**src/rtl/timer_pkg.sv**
```systemverilog
// Shared definitions for the DIV/TIMA/TMA/TAC timer block and its bus glue.
package timer_pkg;

   localparam logic [15:0] ADDR_DIV  = 16'hFF04;
   localparam logic [15:0] ADDR_TIMA = 16'hFF05;
   localparam logic [15:0] ADDR_TMA  = 16'hFF06;
   localparam logic [15:0] ADDR_TAC  = 16'hFF07;

   // Bit positions inside the interrupt request/flag vector
   localparam int INT_VBLANK = 0;
   localparam int INT_STAT   = 1;
   localparam int INT_TIMER  = 2;
   localparam int INT_SERIAL = 3;
   localparam int INT_JOYPAD = 4;

   // TAC layout: [2] enable, [1:0] input clock select
   localparam int TAC_W     = 3;
   localparam int TAC_CLK_W = 2;
   localparam int DIV_W     = 16;

   // Divider bit feeding the TIMA edge detector for a given clock select
   function automatic logic tac_tap(input logic [DIV_W-1:0] div,
                                    input logic [TAC_CLK_W-1:0] clk_sel);
      logic bit_v;
      case (clk_sel)
         2'b00:   bit_v = div[9];
         2'b01:   bit_v = div[3];
         2'b10:   bit_v = div[5];
         default: bit_v = div[7];
      endcase
      return bit_v;
   endfunction

endpackage

```
**src/rtl/timer.sv**
```systemverilog
// LR35902 timer: free-running DIV, TIMA counting on falling edges of the
// selected divider tap, delayed TMA reload with a one-clock interrupt pulse.
module timer
   import timer_pkg::*;
#(
   parameter int RELOAD_DLY = 4
) (
   input  logic        clk,
   input  logic        rst,
   input  logic [15:0] a,
   input  logic [7:0]  din,
   output logic [7:0]  dout,
   input  logic        rd,
   input  logic        wr,
   output logic        sel,
   output logic        int_req
);

   localparam logic [2:0] RELOAD_INIT = 3'(RELOAD_DLY);

   logic [DIV_W-1:0] div_q,  div_d;
   logic [7:0]       tima_q, tima_d;
   logic [7:0]       tma_q,  tma_d;
   logic [TAC_W-1:0] tac_q,  tac_d;
   logic             en_q;
   logic [2:0]       rld_q,  rld_d;
   logic             irq_q,  irq_d;

   logic en;
   logic tick;
   logic wr_div, wr_tima, wr_tma, wr_tac;
   logic rd_unused;

   // Reads have no side effects, so the strobe is not needed
   assign rd_unused = rd;

   assign sel     = (a[15:2] == ADDR_DIV[15:2]);
   assign wr_div  = wr && (a == ADDR_DIV);
   assign wr_tima = wr && (a == ADDR_TIMA);
   assign wr_tma  = wr && (a == ADDR_TMA);
   assign wr_tac  = wr && (a == ADDR_TAC);

   // Gated tap; a 1->0 transition of it is a tick, including the ones caused
   // by clearing DIV or rewriting TAC (the DMG glitch)
   assign en      = tac_q[2] & tac_tap(div_q, tac_q[TAC_CLK_W-1:0]);
   assign tick    = en_q & ~en;
   assign int_req = irq_q;

   // Bus read mux; unmapped addresses float high
   always_comb begin
      dout = 8'hFF;
      if (sel) begin
         case (a[1:0])
            2'b00:   dout = div_q[15:8];
            2'b01:   dout = tima_q;
            2'b10:   dout = tma_q;
            default: dout = {5'b11111, tac_q};
         endcase
      end
   end

   // Next-state: reload clock beats a TIMA write, a TIMA write beats a tick
   always_comb begin
      div_d  = wr_div ? '0 : div_q + 16'd1;
      tma_d  = wr_tma ? din : tma_q;
      tac_d  = wr_tac ? din[TAC_W-1:0] : tac_q;
      tima_d = tima_q;
      rld_d  = rld_q;
      irq_d  = 1'b0;
      if (rld_q == 3'd1) begin
         tima_d = tma_d;
         rld_d  = 3'd0;
         irq_d  = 1'b1;
      end else if (wr_tima) begin
         tima_d = din;
         rld_d  = 3'd0;
      end else begin
         if (rld_q != 3'd0) begin
            rld_d = rld_q - 3'd1;
         end
         if (tick) begin
            if (tima_q == 8'hFF) begin
               tima_d = 8'h00;
               rld_d  = RELOAD_INIT;
            end else begin
               tima_d = tima_q + 8'd1;
            end
         end
      end
   end

   // State registers; reset drops any pending reload and interrupt
   always_ff @(posedge clk) begin
      if (rst) begin
         div_q  <= '0;
         tima_q <= 8'h00;
         tma_q  <= 8'h00;
         tac_q  <= '0;
         en_q   <= 1'b0;
         rld_q  <= 3'd0;
         irq_q  <= 1'b0;
      end else begin
         div_q  <= div_d;
         tima_q <= tima_d;
         tma_q  <= tma_d;
         tac_q  <= tac_d;
         en_q   <= en;
         rld_q  <= rld_d;
         irq_q  <= irq_d;
      end
   end

endmodule

```
**config.mk**
```make
export PLATFORM = sky130hd
export DESIGN_NAME = timer
export DESIGN_NICKNAME = d
export VERILOG_FILES = /design/src/rtl/timer_pkg.sv /design/src/rtl/timer.sv
export SDC_FILE = /design/constraint.sdc
export NUM_CORES = 1
export LEC_CHECK = 0
export BUFFER_PORTS_ARGS = -buffer_cell sky130_fd_sc_hd__buf_2
export CORE_ASPECT_RATIO = 0.9
export CORE_MARGIN = 8
export CORE_UTILIZATION = 56
export DETAILED_ROUTE_END_ITERATION = 6
export GPL_ROUTABILITY_DRIVEN = 0
export PLACE_DENSITY = 0.79
export SLEW_MARGIN = 20
export SYNTH_ARGS = -nofsm -noshare
export SYNTH_HDL_FRONTEND = slang
export SYNTH_SLANG_ARGS = --single-unit
```
**constraint.sdc**
```tcl
create_clock -name clk -period 2.46 [get_ports clk]
set_clock_uncertainty 0.15 [all_clocks]
set_input_delay 0.123 -clock clk [delete_from_list [all_inputs] [get_ports clk]]
set_output_delay 0.123 -clock clk [all_outputs]
set_load 0.01 [all_outputs]
```
* Word level (Yosys, flattened, before mapping)
Cells that the tools add are included.
Cells by class: add/sub/neg operators 3, equality and inequality tests 11, multiplexer cells 12, bitwise logic cells 3, reduce and logical (&&, ||, !) cells 10
Operators by type and width (number):
- equality test 16 bit, second input constant | 4
- 2-to-1 mux 8 bit | 6
- one-hot mux 8 bit (3 select lines) | 1
- adder 16 x 1 -> 16 bit, second input constant | 1
- equality test 14 bit, second input constant | 1
- 2-to-1 mux 3 bit | 3
- adder 8 x 1 -> 8 bit, second input constant | 1
- equality test 8 bit, second input constant | 1
- nonzero test 3 bit | 2
- equality test 2 x 1 -> 1 bit, second input constant | 2
- equality test 2 bit, second input constant | 2
- logical AND 1 bit | 4
- logical NOT 2 bit | 2
- equality test 3 x 1 -> 1 bit, second input constant | 1
- one-hot mux 1 bit (3 select lines) | 1
- OR reduction 3 bit | 1
- subtractor 3 x 1 -> 3 bit, second input constant | 1
- bitwise AND 1 bit | 2
- OR reduction 2 bit | 1
- 2-to-1 mux 1 bit | 1
- NOT 1 bit | 1
Word-level totals: register bits after elaboration 40, input port bits 28

* Depth between registers and ports, before layout
Gate-level depths: netlist of run 1.
depth in word-level cells 8, gate-level depth with buffers 8, depth with buffers taken out 7

* Worst setup path after synthesis of run 1
OpenSTA, ideal clock, no wires.
path kind input -> register, start input port a[3], end register tima_q[0], arrival 1923 ps, path slack 284 ps, stages on the path 6, path buffers 1, cells stage by stage or4b_4 or4_4 buf_6 o21ai_2 o22ai_1 a2111oi_2
On the way: word-level cells in the longest chain between the ends 4
RTL lines:
- start: declaration | line timer.sv:10 | input logic [15:0] a,
- equality test 16 bit (on tied branches) | line timer.sv:39, timer.sv:40
- logical AND 1 bit (on tied branches) | line timer.sv:39, timer.sv:40
- 2-to-1 mux 8 bit (on tied branches) | line timer.sv:74, timer.sv:65
- 2-to-1 mux 8 bit | line timer.sv:70 | if (rld_q == 3'd1) begin
- end signal: assignment | line timer.sv:104 | tima_q <= tima_d;
- end: declaration | line timer.sv:22 | logic [7:0] tima_q, tima_d;
Several ways; a longest one is shown, not always the timed one. A chain may end at the register's enable or synchronous reset.

* Final worst setup path of run 1
start input port a[3], end output port dout[2]
On the way: word-level cells in the longest chain between the ends 2
RTL lines:
- equality test 14 bit | line timer.sv:37 | assign sel = (a[15:2] == ADDR_DIV[15:2]);
- 2-to-1 mux 8 bit | line timer.sv:52 | if (sel) begin
- end: declaration | line timer.sv:12 | output logic [7:0] dout,
No other way between the ends.

==> impl_metrics.sql, run 1 <==
INSERT INTO impl_metrics (metric_group, metric, value, unit) VALUES
('outcome', 'result_of_the_run', 'completed', ''),
('min_path', 'hold_class', 'in -> reg', ''),
('grt', 'grt_pass1_wl', '10320', 'µm'),
('sta', 'drv_slew', '0', ''),
('placement', 'post-dp-hpwl', '4491', 'µm'),
('grt', 'grt_start_max_net_pins', '26', ''),
('grt', 'grt_overflow_total', '0', ''),
('drt', 'finalWirelength', '6198', 'µm'),
('clock_tree', 'worst_skew_pair_later_pin_latency', '0.30', 'ns'),
('power', 'power.clock.fraction', '0.443', ''),
('sta', 'timing.final.crit_share', '0.9108', ''),
('drt', 'met3_length', '604', 'µm'),
('setup_path', 'criticalPathCategory', 'in -> out', ''),
('setup_path', 'timing.critical_path.mode_cell', 'buf_2', ''),
('clock_tree', 'clock_tree.htree_level_count', '2', ''),
('sta', 'slew_headroom', '0.6672', ''),
('drt', 'drc_errors', '0', ''),
('placement', 'place.detailed.instances', '361', ''),
('clock_tree', 'cts_sinks', '40', ''),
('synthesis', 'synth-warning-count', '0', ''),
('min_path', 'hold_path_end', 'tma_q[6]', ''),
('synthesis', 'postSynth.asyncResetShare', '0', ''),
('drt', 'post_drt_via_cell_ratio', '6.223', ''),
('clock_tree', 'post_cts.repair.setup_buffers', '0', ''),
('layout', 'area_delta_synth_final', '19.34', '%'),
('layout', 'layout.cell_area.non_filler', '0.002818', 'mm²'),
('setup_path', 'worst-r2r-cell-count', '4', ''),
('clock_tree', 'tritoncts.num_buffers', '5', ''),
('synthesis', 'synth_edf_count', '0', ''),
('setup_path', 'ff2ff_setup_slack', '0.39', 'ns'),
('min_path', 'hp-start', 'rst', ''),
('power', 'fraction_of_power_consumed_by_combinational_cells', '0.070', ''),
('setup_path', 'rr_startpoint', 'tac_q[1]', ''),
('power', 'power.net_switching', '0.2940', 'mW'),
('layout', 'finalNetCount', '361', ''),
('min_path', 'hold-path-cell-count', '2', ''),
('placement', 'placement.cell_area', '0.002611', 'mm²'),
('setup_path', 'sort_of_element_at_the_end_of_the_critical_path', 'primary output', ''),
('synthesis', 'post_synth_instance_area', '0.002361', 'mm²'),
('layout', 'layout_commonest_cell', 'dfxtp_1', ''),
('setup_path', 'critical_path.cell_chain', 'buf_2 > or4b_4 > or4_4 > inv_2 > buf_4 > nand2b_1 > buf_2', ''),
('floorplan', 'fp-row-count', '22', ''),
('sta', 'worst_slew_pin_slew', '0.4993', 'ns'),
('drt', 'wl_met1', '2654', 'µm'),
('synthesis', 'synth.yosys.seq_area_share', '0.3392', ''),
('setup_path', 'critical_path.startpoint_type', 'input port', ''),
('floorplan', 'die_area', '0.006553', 'mm²'),
('sta', 'totalNegativeSetupSlack', '0', 'ns'),
('placement', 'count_of_input_and_output_buffers', '36', ''),
('grt', 'first_global_vias', '2189', ''),
('layout', 'fin_cells', '377', ''),
('power', 'p_per_area', '477.5', 'mW/mm²'),
('floorplan', 'initial_core_util', '0.5795', ''),
('drt', 'routed-via-count', '2346', ''),
('synthesis', 'count_of_state_elements_after_synthesis', '40', ''),
('sta', 'finalHoldViolations', '0', ''),
('power', 'netSwitchingFraction', '0.2185', ''),
('setup_path', 'cp_slowest_cell', 'or4_4', ''),
('sta', 'holdWs', '0.1121', 'ns'),
('floorplan', 'vert_die_dim', '77.60', 'µm'),
('synthesis', 'synth.net_count', '315', ''),
('job', 'max_cap_viol_count', '0', ''),
('clock_tree', 'tritoncts', 'done', ''),
('drt', 'wire_per_inst', '16.44', 'µm'),
('drt', 'route.met2.wl', '2820', 'µm'),
('clock_tree', 'cts.clk_slew.worst_paths', '0.08', 'ns'),
('clock_tree', 'cts_max_path_buffers', '2', ''),
('sta', 'achievable-frequency', '446.3', 'MHz'),
('power', 'share_seq_of_total_power', '0.487', ''),
('synthesis', 'synth.lib_cells_used.distinct', '52', ''),
('setup_path', 'crit_fanout', '12', '');
per-layer routing:
metal,up-vias,global-route usage
li1,1133,-
met5,-,0
met3,18,0.04105
met1,1070,0.2502
met4,0,0.08171
met2,125,0.2974
logic make-up (layout without fill, tap and decap cells):
group / after synthesis / in the layout / synth area share
compound gates: 73 / 73 / 0.2141
xor+xnor: 13 / 13 / 0.04823
fa+ha+maj: 5 / 5 / 0.02650
buf+inv: 26 / 73 / 0.04504
flops: 40 / 40 / 0.3392
mux: 13 / 13 / 0.07949
simple gates: 112 / 112 / 0.2475
synth_stat cells (all sizes together) (3+ instances only):
| cell type | instances | area [µm²] |
|---|---|---|
| clkbuf | 10 | 37.54 |
| and4 | 3 | 26.28 |
| xor2 | 10 | 87.58 |
| nand4 | 6 | 37.54 |
| o22ai | 7 | 43.79 |
| dfxtp | 40 | 800.8 |
| mux2i | 3 | 30.03 |
| or3 | 4 | 25.02 |
| nor2 | 30 | 115.1 |
| nand3 | 12 | 60.06 |
| o21ai | 16 | 87.59 |
| nor4 | 4 | 31.28 |
| a21oi | 23 | 115.1 |
| a21o | 5 | 37.54 |
| inv | 11 | 41.29 |
| mux2 | 6 | 67.56 |
| nand2b | 9 | 56.30 |
| a211oi | 4 | 30.03 |
| nor3 | 4 | 20.02 |
| buf | 5 | 27.52 |
| and3 | 7 | 43.79 |
| nand2 | 24 | 90.09 |
| ha | 5 | 62.56 |
| mux4 | 4 | 90.09 |
| o221ai | 3 | 32.53 |
| xnor2 | 3 | 26.28 |
worst max-delay path by stage:
stage | slack (ns) | startpoint | end | cells past startpoint
floorplan | 0.28 | a[3] | tima_q[0] | 6
global placement | 0.09 | a[3] | tima_q[6] | 6
detailed placement | 0.07 | a[3] | tima_q[0] | 7
CTS | 0.24 | a[3] | dout[1] | 7
global route | 0.14 | a[3] | dout[3] | 7
finish | 0.22 | a[3] | dout[2] | 7
area by class of cell:
cell class | instances | area, µm² | share of cell area
clock buffer | 7 | 96.34 | 0.03419
clock inverter | 1 | 30.03 | 0.01066
inverter | 11 | 41.29 | 0.01465
multi-input combinational | 216 | 1454 | 0.5160
sequential | 40 | 800.8 | 0.2842
tap | 48 | 60.06 | 0.02131
timing repair buffer | 54 | 335.3 | 0.1190
critical path: cells and delay by family:
family	cells	cell delay, ns
buffers and inverters	4	0.60
and+or+nand+nor	3	1.24
metrics by stage:
step / power, mW / utilization / worst slack [ns]
6_report: 1.345 / 0.6916 / 0.2194
5_1_grt: 1.387 / 0.6916 / 0.1434
4_1_cts: 1.344 / 0.6916 / 0.2355
3_5_place_dp: 0.7529 / 0.6410 / 0.06505
3_3_place_gp: 0.7517 / 0.6410 / 0.08696
2_1_floorplan: 0.7159 / - / 0.2840
sequential cells by signal, indices dropped and copies added (netlist names):
signal and flops:
div_q 16, tima_q 8, tma_q 8, rld_q 3
tac_q 3, en_q 1, int_req 1
what timing repair did:
action / 4_1_cts / 5_1_grt
hold buffers: 8 / 0
setup endpoints to repair: 0 / 0
gates resized for setup: 0 / 0
endpoints found under the hold margin: 11 / 0
power by group through the flow:
stage	Clock [mW]	Sequential [mW]	Combinational, mW
after floorplan	0	0.669	0.0465
after global placement	0	0.670	0.0817
after detailed placement	0	0.670	0.0827
after CTS	0.596	0.655	0.0928
after global routing	0.628	0.656	0.103
final	0.596	0.655	0.0944
(Power assumes the default switching activity.)
==> inputs of run 2 (changes only) <==
SETUP_SLACK_MARGIN = 0.4   (was not set)
==> run 2 against run 1 <==
  * Total power shrank 10%
  * Critical endpoint is now tima_q[6]
  * Die area did not move
  * Register-to-register slack improved by 0.10 ns
  * Sequential power about the same
  * Non-clock buffer count rose by 7
  * Largest power group unchanged
==> impl_metrics.sql, run 2 (synthesis results as in run 1) <==
INSERT INTO impl_metrics (metric_group, metric, value, unit) VALUES
('floorplan', 'vert_die_dim', '77.60', 'µm'),
('placement', 'post-dp-hpwl', '4635', 'µm'),
('drt', 'routed-via-count', '2439', ''),
('setup_path', 'crit_fanout', '4', ''),
('sta', 'finalSetupViolCount', '0', ''),
('layout', 'finalNetCount', '368', ''),
('layout', 'max_flop_register', 'div_q', ''),
('clock_tree', 'clock-root-buffer', 'clkbuf_8', ''),
('clock_tree', 'worst_skew_pair_later_pin_latency', '0.29', 'ns'),
('min_path', 'hold_class', 'in -> reg', ''),
('layout', 'layout_commonest_cell', 'dfxtp_1', ''),
('drt', 'post_drt_via_cell_ratio', '6.352', ''),
('floorplan', 'die_area', '0.006553', 'mm²'),
('layout', 'drive_above_1_share', '0.2500', ''),
('layout', 'largest_register_ffs', '16', ''),
('setup_path', 'sort_of_element_at_the_end_of_the_critical_path', 'flop', ''),
('layout', 'antenna_cells_inserted', '0', ''),
('floorplan', 'floorplan.io_pins', '38', ''),
('clock_tree', 'cts_sinks', '40', ''),
('sta', 'timing.final.crit_share', '0.8150', ''),
('clock_tree', 'tritoncts.num_buffers', '5', ''),
('clock_tree', 'cts.clk_slew.worst_paths', '0.08', 'ns'),
('layout', 'area_delta_synth_final', '21.04', '%'),
('grt', 'grt_overflow_total', '0', ''),
('power', 'worst_ir_drop_vdd', '330.7', 'µV'),
('setup_path', 'crit_arrival', '2.02', 'ns'),
('outcome', 'result_of_the_run', 'completed', ''),
('floorplan', 'initial_core_util', '0.5795', ''),
('drt', 'drc_errors', '0', ''),
('grt', 'grt_pass1_wl', '10860', 'µm'),
('grt', 'first_global_vias', '2241', ''),
('floorplan', 'core_area', '0.004074', 'mm²'),
('clock_tree', 'cts_max_path_buffers', '2', ''),
('layout', 'utilization', '0.7015', ''),
('grt', 'global_route.usage.total', '0.2011', ''),
('grt', 'grt_start_max_net_pins', '26', ''),
('clock_tree', 'tritoncts', 'done', ''),
('power', 'p_leak', '1.092', 'nW'),
('drt', 'wire_per_inst', '17.35', 'µm'),
('setup_path', 'criticalPathCategory', 'in -> reg', ''),
('drt', 'drtAntennaViolNets', '0', ''),
('power', 'p_per_area', '421.6', 'mW/mm²'),
('layout', 'final_cell_mix', 'dfxtp_1 (40), buf_2 (36), nor2_1 (29)', ''),
('placement', 'pre_cts_slack', '0.1345', 'ns'),
('grt', 'antenna_found_initial', '0', ''),
('drt', 'detail_route.iter0.violations', '293', ''),
('floorplan', 'fp-row-count', '22', ''),
('floorplan', 'chipWidth', '84.45', 'µm'),
('placement', 'count_of_input_and_output_buffers', '36', ''),
('sta', 'layout_setup_ws', '0.4551', 'ns'),
('job', 'max_cap_viol_count', '0', ''),
('sta', 'rsz_0062_raised_after_global_routing', 'no', ''),
('drt', 'drtPass1Iterations', '6', ''),
('sta', 'finalHoldViolations', '0', ''),
('sta', 'drv_slew', '0', ''),
('sta', 'slew_headroom', '0.6197', ''),
('setup_path', 'cp.required', '2.47', 'ns'),
('setup_path', 'critical_path.startpoint_type', 'input port', ''),
('clock_tree', 'clock_tree.htree_level_count', '2', ''),
('sta', 'achievable-frequency', '498.8', 'MHz'),
('sta', 'worst_slew_pin_slew', '0.5704', 'ns'),
('layout', 'layout_top_registers', 'div_q x16, tima_q x8, tma_q x8', ''),
('sta', 'crit_path_time_final', '2.005', 'ns'),
('sta', 'totalNegativeSetupSlack', '0', 'ns'),
('drt', 'finalWirelength', '6663', 'µm');
## run 2: cell type report
class | instances | area, µm²
Tap cell | 48 | 60.06
Multi-Input combinational cell | 216 | 1474
Clock buffer | 8 | 90.09
Inverter | 11 | 43.79
Sequential cell | 40 | 800.8
Timing Repair Buffer | 61 | 389.1
Fill cell | 325 | 1216
## run 2: repair_timing
| item | 4_1_cts | 5_1_grt |
|---|---|---|
| endpoints found under the hold margin | 9 | 0 |
| resized for setup | 2 | 5 |
| buffers inserted | 5 | 3 |
| hold buffers | 7 | 0 |
| pin swaps | 3 | 2 |
| setup endpoints to repair | 6 | 10 |
## run 2: path summary, 6_finish.rpt
| path | start | cells past startpoint | endpoint | slack (ns) |
|---|---|---|---|---|
| worst max register to register | tac_q[1] | 5 | tima_q[3] | 0.49 |
| worst max-delay path | a[3] | 7 | tima_q[6] | 0.46 |
| worst min-delay path | din[4] | 3 | tma_q[4] | 0.04 |
| worst min register to register | div_q[0] | 1 | div_q[0] | 0.32 |
## run 2: power breakdown
group,switching (mW),total (mW),internal [mW]
sequential,0.00383,0.655,0.651
clock,0.225,0.454,0.229
combinational,0.0537,0.0954,0.0418
total,0.283,1.20,0.922
## run 2: routing by layer
| metal | part of all wire | GRT usage | wire length [µm] | up-vias |
|---|---|---|---|---|
| met5 | 0 | 0 | 0 | - |
| met4 | 0.020 | 0.09236 | 136 | 0 |
| met3 | 0.081 | 0.03789 | 538 | 18 |
| met2 | 0.46 | 0.3076 | 3094 | 121 |
| met1 | 0.43 | 0.2673 | 2894 | 1160 |
| li1 | - | - | - | 1140 |
## run 2: worst max-delay path, stage by stage
cell and delay, ns:
buf_2 0.09, or4b_4 0.52, or4_4 0.47, buf_4 0.18, o41a_1 0.38, o221ai_2 0.16
a221oi_2 0.09
## run 2: stage by stage
step	hold WS, ns	total power, mW	instance area [µm²]	cells
finish	0.03892	1.205	2858	384
global route	0.03652	1.246	2858	384
CTS	0.01568	1.206	2823	381
detailed placement	0.2467	0.7535	2619	361
global placement	0.2411	0.7513	2619	361
floorplan	0.1090	0.7161	2369	282
==> inputs of run 3 (changes only) <==
clock period = 1.9 ns   (was 2.46 ns; I/O delays follow)
==> run 3 against run 2 <==
  * The run now ends with design-rule violations, negative setup slack left
  * Final cell count rose by 8.6%
  * Sequential power rose by 30%
  * First-iteration DRC count rose by 110%
  * Routed wire length rose by 55%
  * Die area did not move
  * Register-to-register slack got worse by 0.66 ns
  * Utilization rose by 17 points
  * Sequential share of layout area fell by 5.4 points
  * Design area rose by 24%
  * Via count rose by 24%
  * Critical endpoint is now tima_q[3]
  * Highest routed layer unchanged
==> impl_metrics.sql, run 3 (synthesis results as in run 1) <==
INSERT INTO impl_metrics (metric_group, metric, value, unit) VALUES
('outcome', 'result_of_the_run', 'finished, violations left', ''),
('outcome', 'failed_checks', 'design-rule violations, negative setup slack', ''),
('grt', 'antenna_found_initial', '0', ''),
('sta', 'crit_path_time_final', '2.102', 'ns'),
('placement', 'post-dp-hpwl', '4972', 'µm'),
('setup_path', 'crit_fanout', '7', ''),
('clock_tree', 'cts_sinks', '40', ''),
('sta', 'achievable-frequency', '475.8', 'MHz'),
('drt', 'drc_errors', '23', ''),
('grt', 'grt_pass1_wl', '13540', 'µm'),
('grt', 'grt_overflow_total', '0', ''),
('floorplan', 'fp-row-count', '22', ''),
('grt', 'grt_start_max_net_pins', '26', ''),
('sta', 'finalHoldViolations', '0', ''),
('clock_tree', 'tritoncts.num_buffers', '5', ''),
('setup_path', 'timing.critical_path.from', 'a[3]', ''),
('layout', 'utilization', '0.8716', ''),
('power', 'p_leak', '1.448', 'nW'),
('floorplan', 'initial_core_util', '0.5795', ''),
('floorplan', 'die_area', '0.006553', 'mm²'),
('setup_path', 'critical_path.startpoint_type', 'input port', ''),
('sta', 'slew_headroom', '0.5834', ''),
('clock_tree', 'clock-root-buffer', 'clkbuf_8', ''),
('sta', 'holdWs', '0.04902', 'ns'),
('clock_tree', 'cts_max_path_buffers', '2', ''),
('layout', 'largest_register_ffs', '16', ''),
('min_path', 'hold_class', 'in -> reg', ''),
('layout', 'layout_commonest_cell', 'dfxtp_1', ''),
('floorplan', 'vert_die_dim', '77.60', 'µm'),
('job', 'max_cap_viol_count', '0', ''),
('drt', 'drtAntennaViolNets', '0', ''),
('sta', 'finalSetupViolCount', '34', ''),
('sta', 'drv_slew', '0', ''),
('placement', 'pre_cts_slack', '-0.3874', 'ns'),
('floorplan', 'floorplan.io_pins', '38', ''),
('power', 'power', '1.813', 'mW'),
('layout', 'finalNetCount', '401', ''),
('drt', 'post_drt_via_cell_ratio', '7.281', ''),
('sta', 'worst_slew_pin_slew', '0.6249', 'ns'),
('drt', 'finalWirelength', '10340', 'µm'),
('layout', 'layout_top_registers', 'div_q x16, tima_q x8, tma_q x8', ''),
('setup_path', 'crit_arrival', '2.17', 'ns'),
('layout', 'drive_above_1_share', '0.4309', ''),
('power', 'worst_ir_drop_vdd', '687.2', 'µV'),
('floorplan', 'core_area', '0.004074', 'mm²'),
('drt', 'drtPass1Iterations', '7', ''),
('setup_path', 'cp.required', '1.97', 'ns'),
('grt', 'first_global_vias', '2682', ''),
('grt', 'global_route.usage.total', '0.2539', ''),
('layout', 'area_delta_synth_final', '50.40', '%'),
('setup_path', 'criticalPathCategory', 'in -> reg', ''),
('placement', 'placement.cell_area', '0.002826', 'mm²'),
('setup_path', 'sort_of_element_at_the_end_of_the_critical_path', 'flop', ''),
('sta', 'layout_setup_ws', '-0.2019', 'ns'),
('layout', 'layout.cell_area.non_filler', '0.003551', 'mm²'),
('drt', 'detail_route.iter0.violations', '624', ''),
('power', 'p_per_area', '510.5', 'mW/mm²'),
('min_path', 'hp-start', 'a[1]', ''),
('drt', 'routed-via-count', '3036', ''),
('layout', 'final_cell_mix', 'dfxtp_1 (38), buf_4 (34), nor2_1 (29)', ''),
('floorplan', 'chipWidth', '84.45', 'µm'),
('sta', 'rsz_0062_raised_after_global_routing', 'yes', ''),
('layout', 'max_flop_register', 'div_q', ''),
('layout', 'antenna_cells_inserted', '0', ''),
('drt', 'wire_per_inst', '24.78', 'µm'),
('clock_tree', 'tritoncts', 'done', ''),
('clock_tree', 'worst_skew_pair_later_pin_latency', '0.31', 'ns'),
('placement', 'count_of_input_and_output_buffers', '36', ''),
('clock_tree', 'clock_tree.htree_level_count', '2', ''),
('sta', 'timing.final.crit_share', '1.106', ''),
('clock_tree', 'cts.clk_slew.worst_paths', '0.08', 'ns'),
('setup_path', 'rr_startpoint', 'tac_q[1]', '');
[run 3: changes by cell type in the layout (fill, tap and decap cells not counted), sizes merged]
cell    previous run  this run
buf               54        87
clkbuf             8         7
bufinv             0         1
[run 3: layout make-up]
cell class	count	area, µm²
clock buffer	7	96.34
multi-input combinational	216	1723
inverter	11	41.29
sequential	40	803.3
fill	163	523.0
tap	48	60.06
timing repair buffer	94	797.0
clock inverter	1	30.03
[run 3: what timing repair did]
| action | 4_1_cts | 5_1_grt |
|---|---|---|
| pin swaps | 22 | 11 |
| endpoints found under the hold margin | 9 | 0 |
| setup endpoints to repair | 47 | 47 |
| buffers inserted | 10 | 3 |
| hold buffers | 7 | 0 |
| gates cloned | 2 | 0 |
| gates resized for setup | 48 | 40 |
[run 3: path summary, 6_finish.rpt]
path                            slack [ns]  depth (start not counted)         to
worst max register to register       -0.17                          5  tima_q[3]
worst max-delay path                 -0.20                         10  tima_q[3]
worst min register to register        0.35                          2   tac_q[0]
worst min-delay path                  0.05                          3  tima_q[3]
[run 3: per-stage QoR]
stage / std cells / setup TNS (ns)
CTS: 414 / -3.273
detailed placement: 387 / -6.615
global placement: 387 / -5.529
finish: 417 / -2.765
global route: 417 / -4.252
floorplan: 282 / -1.116
[run 3: critical path, stage by stage]
cell and delay (ns):
buf_6 0.09, or4b_4 0.54, or4_4 0.52, buf_6 0.16
buf_6 0.11, o21ai_4 0.17, buf_4 0.15, buf_6 0.10
a211oi_1 0.05, nor3_1 0.19
[run 3: routing by layer]
metal | global-route usage | share of wire | up-vias
met2 | 0.4068 | 0.44 | 341
li1 | - | - | 1209
met4 | 0.1297 | 0.069 | 0
met1 | 0.3058 | 0.35 | 1376
met3 | 0.06947 | 0.14 | 110
met5 | 0 | 0 | -
[run 3: report_power, final]
group / internal [mW] / switching (mW)
sequential: 0.843 / 0.00651
clock: 0.464 / 0.318
combinational: 0.0772 / 0.105
